==> config.mk <==
export PLATFORM = sky130hd
export DESIGN_NAME = fir_multichannel
export DESIGN_NICKNAME = d
export VERILOG_FILES = /design/src/rtl/fir_multichannel.sv
export SDC_FILE = /design/constraint.sdc
export NUM_CORES = 1
export LEC_CHECK = 0
export ABC_CLOCK_PERIOD_IN_PS = 2000
export CAP_MARGIN = 20
export CORE_ASPECT_RATIO = 0.8
export CORE_MARGIN = 8
export CORE_UTILIZATION = 31
export DETAILED_ROUTE_END_ITERATION = 7
export GPL_TIMING_DRIVEN = 0
export HOLD_SLACK_MARGIN = 0.1
export PLACE_DENSITY = 0.84
export SLEW_MARGIN = 20
export SYNTH_ARGS = -nofsm -noshare
export SYNTH_HDL_FRONTEND = slang
export SYNTH_SLANG_ARGS = --single-unit
==> constraint.sdc <==
create_clock -name clock -period 2 [get_ports clock]
set_input_delay 0.2 -clock clock [delete_from_list [all_inputs] [get_ports clock]]
set_output_delay 0.2 -clock clock [all_outputs]
set_load 0.01 [all_outputs]
==> src/rtl/fir_multichannel.sv <==
// fir_multichannel: channel-interleaved decimating FIR filter with one shared,
// unrolled multiply-accumulate pipeline and an independent tap history per channel.
// Optional build macro FIR_SATURATE_EN: clamp the result to the output range
// instead of keeping the low DATA_SIZE bits of the accumulator.
module fir_multichannel #(
  parameter int unsigned TAPS       = 32,
  parameter int unsigned UNROLL     = 8,
  parameter int unsigned DECIMATION = 8,
  parameter int unsigned CHANNELS   = 2,
  parameter int unsigned DATA_SIZE  = 32,
  parameter int unsigned FRAC_BITS  = 10,
  parameter logic [0:TAPS-1][DATA_SIZE-1:0] COEFF = '0,
  localparam int unsigned CW = (CHANNELS > 1) ? $clog2(CHANNELS) : 1
) (
  input  logic                 clock,
  input  logic                 reset,
  input  logic [DATA_SIZE-1:0] x_in,
  output logic                 x_rd_en,
  input  logic                 x_empty,
  output logic [DATA_SIZE-1:0] y_out,
  output logic [CW-1:0]        y_chan,
  output logic                 y_wr_en,
  input  logic                 y_out_full
);

  localparam int unsigned G  = TAPS / UNROLL;
  localparam int unsigned PW = 2 * DATA_SIZE;
  localparam int unsigned AW = DATA_SIZE + $clog2(TAPS);
  localparam int unsigned TW = (TAPS > 1) ? $clog2(TAPS) : 1;
  localparam int unsigned GW = (G > 1) ? $clog2(G) : 1;
  localparam int unsigned FW = (DECIMATION > 1) ? $clog2(DECIMATION) : 1;

  typedef enum logic [1:0] {S_LOAD, S_MAC, S_DRAIN, S_WRITE} state_t;

  state_t state, state_next;

  logic signed [DATA_SIZE-1:0] hist      [CHANNELS][TAPS];
  logic signed [PW-1:0]        prod      [UNROLL];
  logic signed [PW-1:0]        prod_next [UNROLL];
  logic        [TW-1:0]        tap_idx   [UNROLL];
  logic signed [AW-1:0]        psum      [UNROLL];
  logic signed [AW-1:0]        acc_total;
  logic signed [DATA_SIZE-1:0] result;

  logic [CW-1:0] word_chan;
  logic [CW-1:0] cur_chan;
  logic [FW-1:0] frame_cnt;
  logic [GW-1:0] mac_cnt;
  logic          last_word;
  logic          last_chan;

  // Dequantise a full product: divide by 2^FRAC_BITS rounding toward zero.
  function automatic logic signed [DATA_SIZE-1:0] dq(input logic signed [PW-1:0] p);
    logic signed [PW-1:0] q;
    if (p[PW-1]) q = -((-p) >>> FRAC_BITS);
    else         q = p >>> FRAC_BITS;
    return DATA_SIZE'(q);
  endfunction

  assign last_word = (word_chan == CW'(CHANNELS - 1)) && (frame_cnt == FW'(DECIMATION - 1));
  assign last_chan = (cur_chan == CW'(CHANNELS - 1));

  // State register.
  always_ff @(posedge clock) begin
    if (reset) state <= S_LOAD;
    else       state <= state_next;
  end

  // Next state and FIFO handshakes; neither handshake fires while reset is high.
  always_comb begin
    state_next = state;
    x_rd_en    = 1'b0;
    y_wr_en    = 1'b0;
    case (state)
      S_LOAD: begin
        if (!x_empty && !reset) begin
          x_rd_en = 1'b1;
          if (last_word) state_next = S_MAC;
        end
      end
      S_MAC: begin
        if (mac_cnt == GW'(G - 1)) state_next = S_DRAIN;
      end
      S_DRAIN: begin
        state_next = S_WRITE;
      end
      S_WRITE: begin
        if (!y_out_full && !reset) begin
          y_wr_en    = 1'b1;
          state_next = last_chan ? S_LOAD : S_MAC;
        end
      end
      default: state_next = S_LOAD;
    endcase
  end

  // Product group for the current MAC cycle: taps mac_cnt*UNROLL .. +UNROLL-1.
  always_comb begin
    for (int u = 0; u < UNROLL; u++) begin
      tap_idx[u]   = TW'(mac_cnt * UNROLL + u);
      prod_next[u] = PW'(signed'(COEFF[TW'(TAPS - 1) - tap_idx[u]])) *
                     PW'(hist[cur_chan][tap_idx[u]]);
    end
  end

  // Reduction of partial sums plus the registered (final) product group.
  always_comb begin
    acc_total = '0;
    for (int u = 0; u < UNROLL; u++) begin
      acc_total = acc_total + psum[u] + AW'(dq(prod[u]));
    end
  end

`ifdef FIR_SATURATE_EN
  localparam logic signed [AW-1:0] SAT_MAX = {{(AW-DATA_SIZE+1){1'b0}}, {(DATA_SIZE-1){1'b1}}};
  localparam logic signed [AW-1:0] SAT_MIN = {{(AW-DATA_SIZE+1){1'b1}}, {(DATA_SIZE-1){1'b0}}};

  // Clamp the accumulator into the output range.
  always_comb begin
    if (acc_total > SAT_MAX)      result = DATA_SIZE'(SAT_MAX);
    else if (acc_total < SAT_MIN) result = DATA_SIZE'(SAT_MIN);
    else                          result = DATA_SIZE'(acc_total);
  end
`else
  // Two's-complement wrap: keep the low DATA_SIZE bits.
  always_comb begin
    result = DATA_SIZE'(acc_total);
  end
`endif

  // Histories, counters, MAC pipeline and output registers.
  always_ff @(posedge clock) begin
    if (reset) begin
      for (int c = 0; c < CHANNELS; c++) begin
        for (int k = 0; k < TAPS; k++) hist[c][k] <= '0;
      end
      for (int u = 0; u < UNROLL; u++) begin
        prod[u] <= '0;
        psum[u] <= '0;
      end
      word_chan <= '0;
      cur_chan  <= '0;
      frame_cnt <= '0;
      mac_cnt   <= '0;
      y_out     <= '0;
      y_chan    <= '0;
    end else begin
      if (x_rd_en) begin
        hist[word_chan][0] <= x_in;
        for (int k = 1; k < TAPS; k++) hist[word_chan][k] <= hist[word_chan][k-1];
        if (word_chan == CW'(CHANNELS - 1)) begin
          word_chan <= '0;
          if (!last_word) frame_cnt <= frame_cnt + FW'(1);
        end else begin
          word_chan <= word_chan + CW'(1);
        end
      end

      if (state == S_MAC) begin
        for (int u = 0; u < UNROLL; u++) prod[u] <= prod_next[u];
        if (mac_cnt != '0) begin
          for (int u = 0; u < UNROLL; u++) psum[u] <= psum[u] + AW'(dq(prod[u]));
        end
        mac_cnt <= (mac_cnt == GW'(G - 1)) ? '0 : mac_cnt + GW'(1);
      end

      if (state == S_DRAIN) begin
        y_out  <= result;
        y_chan <= cur_chan;
      end

      if (y_wr_en) begin
        for (int u = 0; u < UNROLL; u++) psum[u] <= '0;
        if (last_chan) begin
          cur_chan  <= '0;
          frame_cnt <= '0;
        end else begin
          cur_chan <= cur_chan + CW'(1);
        end
      end
    end
  end

endmodule

==> run metrics <==
Main synth FF type dfxtp_1; CTS Buffer Depth 2; layout cell share with drive strength beyond 1 0.381; Post-Syn Area 796 um2; Avg WL per Cell between 9 and 10 um; Initial Utilization 0.326; Post-synth EDFFs 0; mean post-synth cell area a little over 9 um2; postcts setup bufs 0; cell leakage power roughly 0.6 nW; Max-cap violations 0; initial antenna violation count 0; input/output buffers 6; Multi-input gate area around 460 um2; cells after synthesis 86; Max Clock Skew 3.12 ps; vias in the first global route ~500; Worst setup EP type output port; CP Data Required Time 1800 ps; Detail Route Antenna Nets 0; Placed Area about 0.001 mm2; grt total ovfl 0; final WL roughly 1500 um; GRT Total Usage 0.0685; Clk Latency, worst-skew pair 270 ps; Cell Pwr Density about 430 mW/mm2; die width 72.6 um; Yosys warnings 0; hpwl dp 1280 um; worst path arrival time 1720 ps; WS Path Type reg -> out; CP peak stage delay 530 ps; Final Cell Area between 0.001 and 0.0015 mm2; P&R area growth vs syn 31.9%; Final Hold Slack 510 ps; Fill cells around 250; final hold vios 0; first-pass GRT wire length between 2000 and 2500 um; FP Rows 16; IO Pins a little over 70; outcome complete, no violations; Hold Path Class reg -> reg; setup TNS 0 ps; vias about 550; commonest non-fill, non-tap cell in the layout buf_4; Core ar. roughly 0.0024 mm2; RSZ-0062 raised after global routing false; Fmax about 0.52 GHz; # setup viols final 0; critical path fanouts, max 5; VDD IR-drop max 0.000116 V; crit start category register; DRC violations left 0; most frequent cells in the layout buf_4 (33), conb_1 (32), nor2_1 (9), dfxtp_1 (8), ha_1 (6); length of the first detailed-routing pass in iterations 2; min Tclk post-route between 1500 and 2000 ps; Final Wtd Congestion about 0.83; Die Ht around 61 um; # clock sinks 10; clock root buffer clkbuf_4; post-synthesis cell type count 23; Final nets approximately 170; #FFs+latches synth 10; routed vias/inst approximately 3.4; CP max stage cell clkdlybuf4s50_1; Starting DRT DRC Count 17; largest net degree at the start of global routing 11; clk slew on worst S/H paths ~70 ps; ys async rst share 0; CTS tree done; Seq/Total Area, Yosys 0.252; fin crit share 0.958; Antenna diodes 0; FF+latch area slightly above 200 um2; sequence of cells on the critical path ha_2, nor2b_2, and2b_2, clkdlybuf4s50_1; total CTS buffers 3; Die ar. about 0.0045 mm2; Final Max Tran Viols 0; CTS H-tree depth 1
==> layout make-up <==
cell class | count | share of cell area
Timing Repair Buffer | 6 | 0.0596
Clock buffer | 3 | 0.0215
Multi-Input combinational cell | 71 | 0.436
Inverter | 3 | 0.0107
Tap cell | 36 | 0.0429
Buffer | 33 | 0.236
Sequential cell | 10 | 0.193
==> critical path, delay by kind of cell, from the launching register on <==
kind	cells	cell delay (ps)
adders and majority gates	1	200
and+or+nand+nor	2	350
buffers and inverters	1	530
DFF	1	370
==> cells in the mapped netlist (all sizes together) (2+ instances only) <==
cell type	instances	area share
buf	33	0.31
dfxtp	10	0.25
nor2	9	0.042
ha	7	0.11
mux2i	5	0.063
inv	3	0.014
o21ai	3	0.024
nand2b	2	0.019
nor2b	2	0.016
xnor2	2	0.022
==> stage by stage <==
| stage | std cells | util | total power [mW] | worst slack (ps) |
|---|---|---|---|---|
| floorplan | 117 | - | 0.295 | 622 |
| global placement | 159 | 0.416 | 0.307 | 148 |
| detailed placement | 159 | 0.416 | 0.308 | 111 |
| CTS | 162 | 0.428 | 0.451 | 12.7 |
| global route | 162 | 0.430 | 0.470 | 7.86 |
| finish | 162 | 0.430 | 0.450 | 83.7 |
==> metal layers <==
metal	vias up	GRT usage	wire, um
li1	291	-	-
met1	229	0.0552	543
met2	25	0.118	728
met3	4	0.0276	178
met4	0	0.0852	69
met5	-	0	0
==> cells by family (layout without fill, tap and decap cells) <==
family | count (synthesis) | count (layout) | share of synthesized area
other | 1 | 32 | 0.00471
adder cells (fa/ha/maj) | 7 | 7 | 0.110
multiplexers | 6 | 6 | 0.0770
buffers and inverters | 36 | 45 | 0.325
AO/OA/AOI/OAI | 6 | 6 | 0.0566
AND/OR/NAND/NOR | 17 | 17 | 0.142
XOR/XNOR | 3 | 3 | 0.0330
flip-flops | 10 | 10 | 0.252
==> state kept, by name (all words and copies together), names as in the netlist <==
signal	cells
word_chan	1
cur_chan	1
frame_cnt	3
y_chan	1
mac_cnt	2
state	2
==> what timing repair did <==
action                                 CTS  global route
hold buffers                             0             0
gates cloned                             0             0
endpoints found under the hold margin    0             0
resized for setup                        2             3
setup endpoints to repair                1             2
==> worst paths after layout <==
kind | startpoint | to | slack, ps | cells after the start
max | state[0] | y_wr_en | 80 | 4
min | frame_cnt[2] | frame_cnt[2] | 510 | 2
max reg2reg | frame_cnt[0] | state[1] | 520 | 6
min reg2reg | frame_cnt[2] | frame_cnt[2] | 510 | 2
==> report_power, final <==
group	internal [mW]	switching (mW)
Clock	0.0697	0.0728
Combinational	0.0548	0.0492
Sequential	0.202	0.00225
(Power assumes the default switching activity.)
